File: config.mk
export PLATFORM = sky130hd
export DESIGN_NAME = uart_sample_framer
export DESIGN_NICKNAME = d
export VERILOG_FILES = /design/src/rtl/uart_sample_framer.sv
export SDC_FILE = /design/constraint.sdc
export NUM_CORES = 1
export LEC_CHECK = 0
export CAP_MARGIN = 25
export CORE_MARGIN = 3
export CORE_UTILIZATION = 57
export DETAILED_ROUTE_END_ITERATION = 10
export MAX_ROUTING_LAYER = met4
export PLACE_DENSITY = 0.95
export SYNTH_ARGS = -nofsm -noshare
export SYNTH_HDL_FRONTEND = slang
export SYNTH_SLANG_ARGS = --single-unit
File: constraint.sdc
create_clock -name clk -period 4.75 [get_ports clk]
set_clock_uncertainty 0.05 [all_clocks]
set_input_delay 1.1875 -clock clk [delete_from_list [all_inputs] [get_ports clk]]
set_output_delay 1.1875 -clock clk [all_outputs]
set_load 0.05 [all_outputs]
File: src/rtl/uart_sample_framer.sv
// uart_sample_framer: snapshots N_CH signed samples on a decimated sample_clk
// rising edge and streams them as a byte frame:
//   A5 5A SEQ DATA[N_CH*NB] CSUM
// The checksum is the XOR of SEQ and the DATA bytes. A snapshot request that
// arrives while a frame is still in flight is dropped and counted.
module uart_sample_framer #(
    parameter int N_CH     = 4,
    parameter int W        = 16,
    parameter int DECIMATE = 1
) (
    input  logic              clk,
    input  logic              rst,
    input  logic              sample_clk,
    input  logic [N_CH*W-1:0] samples_in,
    output logic [7:0]        tx_data,
    output logic              tx_valid,
    input  logic              tx_ready,
    output logic              busy,
    output logic [7:0]        overrun_count
);

    localparam int NB     = (W + 7) / 8;
    localparam int NBYTES = N_CH * NB;
    localparam int IDX_W  = (NBYTES > 1) ? $clog2(NBYTES) : 1;
    localparam logic [15:0]      DLAST    = 16'(DECIMATE - 1);
    localparam logic [IDX_W-1:0] IDX_LAST = IDX_W'(NBYTES - 1);

    typedef enum logic [2:0] {IDLE, SYNC0, SYNC1, SEQ, DATA, CSUM} state_t;

    state_t                  state_q, state_d;
    logic                    sclk_q, sclk_d;
    logic [15:0]             dcnt_q, dcnt_d;
    logic [7:0]              seq_q, seq_d;
    logic [IDX_W-1:0]        idx_q, idx_d;
    logic [7:0]              csum_q, csum_d;
    logic [7:0]              ovr_q, ovr_d;
    logic [NBYTES-1:0][7:0]  snap_q, snap_d;

    // Snapshot bytes in transmit order: byte 0 is the MSB byte of channel 0.
    logic [NBYTES-1:0][7:0]  snap_in;

    // Sign-extend each channel to NB*8 bits and split it into bytes, MSB byte first.
    for (genvar c = 0; c < N_CH; c++) begin : g_ch
        logic [NB*8-1:0] ext;
        for (genvar i = 0; i < NB*8; i++) begin : g_bit
            if (i < W) begin : g_in
                assign ext[i] = samples_in[c*W + i];
            end else begin : g_sx
                assign ext[i] = samples_in[c*W + W - 1];
            end
        end
        for (genvar b = 0; b < NB; b++) begin : g_byte
            assign snap_in[c*NB + b] = ext[(NB-1-b)*8 +: 8];
        end
    end

    logic       sclk_rise, eligible, xfer;
    logic [7:0] data_byte;

    // Edge detect, decimation, frame FSM and the overrun counter.
    always_comb begin
        sclk_d    = sample_clk;
        dcnt_d    = dcnt_q;
        state_d   = state_q;
        seq_d     = seq_q;
        idx_d     = idx_q;
        csum_d    = csum_q;
        ovr_d     = ovr_q;
        snap_d    = snap_q;
        data_byte = 8'h00;

        sclk_rise = sample_clk & ~sclk_q;
        eligible  = sclk_rise && (dcnt_q == 16'd0);
        xfer      = (state_q != IDLE) && tx_ready;

        if (sclk_rise) dcnt_d = (dcnt_q == DLAST) ? 16'd0 : dcnt_q + 16'd1;

        for (int i = 0; i < NBYTES; i++)
            if (idx_q == IDX_W'(i)) data_byte = snap_q[i];

        case (state_q)
            IDLE: if (eligible) begin
                snap_d  = snap_in;
                state_d = SYNC0;
            end
            SYNC0: if (xfer) state_d = SYNC1;
            SYNC1: if (xfer) state_d = SEQ;
            SEQ: if (xfer) begin
                csum_d  = seq_q;
                state_d = DATA;
            end
            DATA: if (xfer) begin
                csum_d = csum_q ^ data_byte;
                if (idx_q == IDX_LAST) begin
                    idx_d   = '0;
                    state_d = CSUM;
                end else begin
                    idx_d = idx_q + 1'b1;
                end
            end
            CSUM: if (xfer) begin
                seq_d   = seq_q + 8'd1;
                state_d = IDLE;
            end
            default: state_d = IDLE;
        endcase

        // Any eligible edge outside IDLE, including the CSUM transfer cycle, is dropped.
        if (eligible && (state_q != IDLE) && (ovr_q != 8'hFF)) ovr_d = ovr_q + 8'd1;
    end

    // Output byte is a pure function of registered state, so it holds under stall.
    always_comb begin
        tx_valid      = (state_q != IDLE);
        busy          = (state_q != IDLE);
        overrun_count = ovr_q;
        case (state_q)
            SYNC0:   tx_data = 8'hA5;
            SYNC1:   tx_data = 8'h5A;
            SEQ:     tx_data = seq_q;
            DATA:    tx_data = data_byte;
            CSUM:    tx_data = csum_q;
            default: tx_data = 8'h00;
        endcase
    end

    // State registers; sample_clk copy resets high so a held-high strobe is not an edge.
    always_ff @(posedge clk) begin
        if (rst) begin
            state_q <= IDLE;
            sclk_q  <= 1'b1;
            dcnt_q  <= '0;
            seq_q   <= '0;
            idx_q   <= '0;
            csum_q  <= '0;
            ovr_q   <= '0;
            snap_q  <= '0;
        end else begin
            state_q <= state_d;
            sclk_q  <= sclk_d;
            dcnt_q  <= dcnt_d;
            seq_q   <= seq_d;
            idx_q   <= idx_d;
            csum_q  <= csum_d;
            ovr_q   <= ovr_d;
            snap_q  <= snap_d;
        end
    end

endmodule

## Yosys cells after proc, flatten, opt, wreduce, memory -nomap -nowiden

Index checks and enable logic that the tools add are counted.

- Bits in registers: 111
- Input bits: 68
- Logic and storage cells: 78

- Add/subtract/negate cells: 4
- Equal/unequal tests: 20
- Multiplexer cells: 22
- Bitwise logic cells: 3
- Reductions and logical operators: 14

Operator list:

| operator | count |
|---|---|
| 2-to-1 mux 8 bit | 10 |
| case mux 8 bit (5 select lines) | 1 |
| 2-to-1 mux 3 bit | 8 |
| == test 3 bit (second input constant) | 6 |
| case mux 3 bit (6 select lines) | 1 |
| adder 16 x 1 -> 16 bit (second input constant) | 1 |
| adder 8 x 1 -> 8 bit (second input constant) | 2 |
| zero test 16 bit | 1 |
| 2-to-1 mux 16 bit | 1 |
| case mux 8 bit (2 select lines) | 1 |
| inequality test 2 bit (second input constant) | 7 |
| == test 3 x 2 -> 1 bit (second input constant) | 4 |
| inequality test 8 bit (second input constant) | 1 |
| bitwise XOR 8 bit | 1 |
| AND reduction 7 bit | 1 |
| == test 3 x 1 -> 1 bit (second input constant) | 2 |
| zero test 3 bit | 2 |
| AND reduction 2 bit | 3 |
| logical AND 1 bit | 4 |
| adder 3 x 1 -> 3 bit (second input constant) | 1 |
| AND reduction 3 bit | 1 |
| nonzero test 3 bit | 1 |
| nonzero test 2 bit | 1 |
| AND 1 bit | 1 |
| inverter 1 bit | 1 |

## Logic depth before layout (Yosys ltp)

Gate-level depths: netlist of run 1.

- Depth after elaboration: 12
- Gate-level depth with buffers: 10
- Mapped depth without buffers: 7

## Least setup slack after synthesis of run 1

OpenSTA, ideal clock, no wires.

- Kind: reg-to-output
- Start point: register idx_q[2]
- End point: output tx_data[0]
- Data arrival time: 2628 ps
- Path slack: 885 ps
- Cell stages (with the launch flop): 10
- Path buffers: 2
- Cell sequence: dfxtp_1 -> clkbuf_1 -> clkinv_1 -> ha_1 -> or2_2 -> clkbuf_1 -> a21oi_1 -> o211ai_1 -> and3_1 -> o2bb2ai_1

- Longest elaborated chain between the ends: 10
- Elaborated cells on any way between the ends: 17

Ends and longest elaborated chain:

| item | line | source |
|---|---|---|
| start, declared | 34 | `logic [IDX_W-1:0] idx_q, idx_d;` |
| start signal, assigned | 143 | `idx_q <= idx_d;` |
| zero test 3 bit | 79 | `if (idx_q == IDX_W'(i)) data_byte = snap_q[i];` |
| 2-to-1 mux 8 bit (7 in a row) | 79 |  |
| 2-to-1 mux 8 bit * | 79 |  |
| case mux 8 bit (5 select lines) * | 117 | `case (state_q)` |
| end, declared | 15 | `output logic [7:0] tx_data,` |

Mark *: on every way between the ends. The rest lies on a longest branch, timed or not.

## Worst setup path in the final report of run 1

- Start point: register idx_q[2]
- End point: output tx_data[4]

The elaborated chain is that of the path after synthesis.

==> results of run 1 <==
==> where the power goes <==
part           internal, mW  leakage (nW)  switching [mW]  total (mW)
Clock                 0.257         0.110           0.346       0.603
Sequential            0.952         0.898          0.0208       0.973
Combinational        0.0928          1.32           0.107       0.200
==> layout by cell type, fill, tap and decap left out, types with 14 or more instances in the layout <==
| master | count |
|---|---|
| xor2_1 | 14 |
| or3_1 | 14 |
| nand2_1 | 158 |
| a21oi_1 | 103 |
| nor2b_1 | 15 |
| buf_4 | 16 |
| inv_1 | 14 |
| nor2_1 | 30 |
| o22ai_1 | 15 |
| dfxtp_1 | 111 |
| clkdlybuf4s50_1 | 76 |
| o21ai_0 | 19 |
==> kinds of logic (layout without fill, tap and decap cells) <==
group	Yosys count	after routing
adder cells (fa/ha/maj)	10	10
AND/OR/NAND/NOR	310	310
multiplexers	2	2
buffers and inverters	68	126
AO/OA/AOI/OAI	207	207
flip-flops	111	111
XOR/XNOR	20	20
==> area by class of cell <==
| type | count | area, sq um | area share [%] |
|---|---|---|---|
| multi-input cells | 549 | 3100 | 46.6 |
| flip-flops and latches | 111 | 2220 | 33.3 |
| repair buffers | 94 | 906 | 13.6 |
| well taps | 129 | 161 | 2.42 |
| clock buffers | 9 | 124 | 1.86 |
| clock inverters | 7 | 86.3 | 1.30 |
| inverters | 16 | 60.1 | 0.901 |
==> tightest hold or removal path: cells and delay by family (launching register included) <==
family | cells | cell delay [ns]
AO/OA/AOI/OAI | 1 | 0.05
AND/OR/NAND/NOR | 1 | 0.05
flip-flops | 1 | 0.32
==> layer usage <==
metal / global-route usage (%) / share of wire, % / vias to the layer above
li1: - / - / 2654
met1: 37.1 / 43 / 2581
met2: 46.5 / 49 / 221
met3: 4.94 / 6.1 / 27
met4: 7.12 / 1.5 / 0
met5: - / 0 / -
==> registers in the layout, indices dropped and copies added (netlist names) <==
| register | count |
|---|---|
| csum_q | 8 |
| snap_q | 64 |
| seq_q | 8 |
| state_q | 3 |
| idx_q | 3 |
| overrun_count | 8 |
| sclk_q | 1 |
| dcnt_q | 16 |
==> metrics by stage <==
stage	cells	util [%]	setup WS, ns
after floorplan	728	-	0.885
after global placement	898	68.7	0.942
after detailed placement	898	68.7	0.827
after CTS	914	70.9	0.392
after global routing	915	71.1	0.168
final	915	71.1	0.375
==> worst paths after layout <==
path,start,to,cells after the start
worst max-delay path,idx_q[2],tx_data[4],9
worst min-delay path,snap_q[26],snap_q[26],2
worst max register to register,idx_q[2],csum_q[4],8
worst min register to register,snap_q[26],snap_q[26],2
==> flow_metrics.env, run 1 <==
export IMPL_antenna_found_initial=0
export IMPL_yosysMostFrequentCell="nand2_1"
export IMPL_synth_top_cell_area_share_pct=39.8
export IMPL_status="finished clean"
export IMPL_setup_tns_ns=0
export IMPL_clk_insertion_delay_late_ns=0.39
export IMPL_antenna_left=0
export IMPL_grt_max_degree=98
export IMPL_dp_hpwl_mm=11.2
export IMPL_synth_area_top_cells="dfxtp_1, nand2_1, a21oi_1"
export IMPL_grt_pass1_vias=5151
export IMPL_wirelength_mm=15.4
export IMPL_rsz0062_at_grt="no"
export IMPL_firstDrtPassIters=5
export IMPL_relSlewSlack_pct=34.3
export IMPL_place_congestion=0.975
export IMPL_die_area_sq_um=11000
export IMPL_drc=0
export IMPL_drt_iter0_markers=395
export IMPL_htreeDepth=3
export IMPL_synth_edff_count=0
export IMPL_syn_inst=728
export IMPL_wire_per_inst_um=16.8
export IMPL_synth_xor_area_share_pct=3.14
export IMPL_hold_class="flop to flop"
export IMPL_synth_compound_area_share_pct=22.7
export IMPL_crit_chain="clkinv_1, buf_4, ha_1, or2_2, a221oi_1, o221ai_1, a31oi_1, o22ai_1, buf_4"
export IMPL_critPathRequiredTime_ns=3.51
export IMPL_post_cts_setup_buffers=0
export IMPL_p_leak_nw=2.32
export IMPL_whs_ns=0.412
export IMPL_synth_fa_ha_area_share_pct=2.24
export IMPL_synth_seq_cells=111
export IMPL_cpPeakStageDelay_ns=0.70
export IMPL_num_vias=5483
export IMPL_final_nets=859
export IMPL_synth_area_leader_cell="dfxtp_1"
export IMPL_root_buffer="clkbuf_8"
export IMPL_cp_common_cell="buf_4"
export IMPL_cp_slowest_cell="dfxtp_1"
export IMPL_avgSynthCellArea_sq_um=7.66
export IMPL_crit_family="compound AO/OA/AOI/OAI gates"
export IMPL_diodes=0
export IMPL_syn_area_sq_um=5580
export IMPL_dpl_cell_area_sq_um=6430
export IMPL_yosys_warnings=0
export IMPL_crit_path_start_kind="flop"
export IMPL_critPathArrivalTime_ns=3.14
export IMPL_regToRegSetupSlack_ns=2.01
export IMPL_finalSetupViolCount=0
export IMPL_grt_pass1_wl_mm=25.2
export IMPL_clk_pin_slew_ns=0.12
export IMPL_cts_tree="yes"
export IMPL_hold_buffers=0
export IMPL_finalPower_mw=1.77
export IMPL_synth_top_family_by_area="simple AND/OR/NAND/NOR gates"
export IMPL_yosys_area_share_simple_pct=27.0
export IMPL_synthFlopType="dfxtp_1"
export IMPL_peakVddDrop_v=0.000285
export IMPL_synth_fp_nets=806
export IMPL_cap_violations=0
export IMPL_nFillCells=750
export IMPL_finalCritPeriodShare_pct=92.1
export IMPL_cts_sinks=111
export IMPL_synth_mux_area_share_pct=0.359
export IMPL_synthTopCellsByCount="nand2_1, dfxtp_1, a21oi_1, clkbuf_1, nor2_1"
export IMPL_start_util_pct=59.5
export IMPL_cts_resized=0
export IMPL_async_reset_ff_share_pct=0
export IMPL_crit_type="flop to primary output"
export IMPL_critical_path_buf_inv_count=3
export IMPL_grt_use_total_pct=28.6
export IMPL_viasPerCell=5.99
export IMPL_cp_end_kind="primary output"
export IMPL_die_h_um=105
export IMPL_core_area_sq_um=9370
export IMPL_finalHoldViolations=0
export IMPL_final_min_clock_period_ns=4.38
export IMPL_worst_pin_slew_ns=0.985
export IMPL_cts_buffers_inserted=9
export IMPL_cts_max_path_buffers=2
export IMPL_p_per_area_nw_per_um2=266
export IMPL_synth_yosys_seq_area_share_pct=39.8
export IMPL_area_growth_syn_to_layout_pct=19.4
export IMPL_synth_distinct_cells=53
export IMPL_slew_viol_final=0
export IMPL_design_area_sq_um=6660
export IMPL_path_max_fanout=17
export IMPL_rows=35
export IMPL_io_buffers=85
export IMPL_fmax_mhz=229
export IMPL_die_w_um=105
export IMPL_final_layout_size_suffix_gt1_share_pct=5.98
export IMPL_grt_ovfl_total=0
export IMPL_ios=86
Power figures use the tool's default switching activity.
==> run 2, diff against run 1 <==
--- a/config.mk
+++ b/config.mk
@@ -9,8 +9,10 @@
 export CORE_MARGIN = 3
 export CORE_UTILIZATION = 57
 export DETAILED_ROUTE_END_ITERATION = 10
+export HOLD_SLACK_MARGIN = 0.08
 export MAX_ROUTING_LAYER = met4
 export PLACE_DENSITY = 0.95
+export RECOVER_POWER = 25
 export SYNTH_ARGS = -nofsm -noshare
 export SYNTH_HDL_FRONTEND = slang
 export SYNTH_SLANG_ARGS = --single-unit
==> flow_metrics.env, run 2 (same netlist as run 1, synthesis figures left out) <==
export IMPL_firstDrtPassIters=5
export IMPL_finalSetupViolCount=0
export IMPL_crit_chain="clkinv_1, buf_4, ha_1, or2_2, a211oi_1, o21ai_0, nor2b_1, a22o_1, buf_4"
export IMPL_critPathLaunch="idx_q[2]"
export IMPL_hold_path_startpoint="snap_q[26]"
export IMPL_crit_type="flop to primary output"
export IMPL_antenna_found_initial=0
export IMPL_htreeDepth=3
export IMPL_largest_register="snap_q"
export IMPL_grt_pass1_wl_mm=25.2
export IMPL_cp_end_kind="primary output"
export IMPL_fin_ws_ns=0.363
export IMPL_status="finished, violations left"
export IMPL_final_min_clock_period_ns=4.39
export IMPL_finalCritPeriodShare_pct=92.3
export IMPL_violations="max-capacitance violations, max-slew violations"
export IMPL_peakVddDrop_v=0.000285
export IMPL_final_layout_size_suffix_gt1_share_pct=5.60
export IMPL_cts_tree="yes"
export IMPL_diodes=0
export IMPL_drc=0
export IMPL_slew_viol_final=98
export IMPL_grt_ovfl_total=0
export IMPL_grt_max_degree=98
export IMPL_critPathRequiredTime_ns=3.51
export IMPL_rsz0062_at_grt="no"
export IMPL_grt_pass1_vias=5151
export IMPL_wire_per_inst_um=16.9
export IMPL_cp_common_cell="buf_4"
export IMPL_fin_cells=915
export IMPL_io_buffers=85
export IMPL_finalHoldViolations=0
export IMPL_cts_buffers_inserted=9
export IMPL_cpPeakStageDelay_ns=0.71
export IMPL_final_nets=859
export IMPL_core_area_sq_um=9370
export IMPL_rows=35
export IMPL_setup_tns_ns=0
export IMPL_die_area_sq_um=11000
export IMPL_p_per_area_nw_per_um2=266
export IMPL_cap_violations=1
export IMPL_crit_path_start_kind="flop"
export IMPL_clk_pin_slew_ns=0.11
export IMPL_reg_largest_list="snap_q (64), dcnt_q (16)"
export IMPL_area_growth_syn_to_layout_pct=19.2
export IMPL_hold_class="flop to flop"
export IMPL_grt_use_total_pct=28.6
export IMPL_die_h_um=105
export IMPL_die_w_um=105
export IMPL_hold_buffers=0
export IMPL_post_cts_setup_buffers=0
export IMPL_dp_hpwl_mm=11.2
export IMPL_place_congestion=0.975
export IMPL_cp_slowest_cell="dfxtp_1"
export IMPL_path_max_fanout=17
export IMPL_final_common_cell="nand2_1"
export IMPL_most_common_layout_cells="nand2_1, dfxtp_1, a21oi_1"
export IMPL_cts_max_path_buffers=2
export IMPL_dp_slack_ns=0.827
export IMPL_wirelength_mm=15.5
export IMPL_worst_pin_slew_ns=1.88
export IMPL_num_vias=5492
export IMPL_dp_cells=898
export IMPL_antenna_left=0
export IMPL_fmax_mhz=228
export IMPL_reg2reg_from="idx_q[2]"
export IMPL_drt_iter0_markers=340
export IMPL_p_leak_nw=2.31
export IMPL_start_util_pct=59.5
export IMPL_largest_reg_flops=64
export IMPL_ios=86
export IMPL_critPathArrivalTime_ns=3.15
export IMPL_cts_resized=0
export IMPL_viasPerCell=6.00
export IMPL_root_buffer="clkbuf_8"
export IMPL_relSlewSlack_pct=-25.3
export IMPL_cts_sinks=111
export IMPL_clk_insertion_delay_late_ns=0.39
[run 2: changes by cell type in the layout (fill, tap and decap cells not counted)]
cell / delta
buf_2: -1
buf_4: -3
clkbuf_1: +3
clkbuf_2: +1
clkdlybuf4s50_1: -1
dlygate4sd3_1: +1
[run 2: metal layers]
metal	share of wire [%]	routed length, um	vias to the layer above	GRT usage, %
met2	49	7610	224	46.5
met3	5.9	913	23	4.94
met1	43	6720	2592	37.1
li1	-	-	2653	-
met4	1.3	206	0	7.12
met5	0	0	-	-
[run 2: final cells by class]
type                    instances  area (sq um)
multi-input cells             549          3100
fillers                       755          2720
flip-flops and latches        111          2220
repair buffers                 94           895
well taps                     129           161
clock buffers                   9           124
clock inverters                 7          86.3
inverters                      16          60.1
[run 2: path summary, 6_finish.rpt]
path / end / slack [ns] / cells past startpoint
min: snap_q[26] / 0.41 / 2
max: tx_data[5] / 0.36 / 9
min reg2reg: snap_q[26] / 0.41 / 2
max reg2reg: csum_q[4] / 2.00 / 8
[run 2: report_power, final]
group          internal, mW  switching, mW
Combinational        0.0917          0.107
Sequential            0.952         0.0208
Clock                 0.257          0.344
Total                  1.30          0.471
[run 2: worst max-delay path, delay by kind of cell (launching register included)]
kind | cells | cell delay, ns
and+or+nand+nor | 2 | 0.57
AOI/OAI and AO/OA | 3 | 0.73
DFF | 1 | 0.71
adders and majority gates | 1 | 0.24
buffers and inverters | 3 | 0.53
[run 2: per-stage QoR]
stage | power, mW | hold slack [ns] | util [%] | area (sq um)
floorplan | 1.10 | 0.377 | - | 5580
global placement | 1.18 | 0.391 | 68.7 | 6430
detailed placement | 1.19 | 0.400 | 68.7 | 6430
CTS | 1.78 | 0.414 | 70.9 | 6640
global route | 1.84 | 0.441 | 71.0 | 6650
finish | 1.77 | 0.412 | 71.0 | 6650
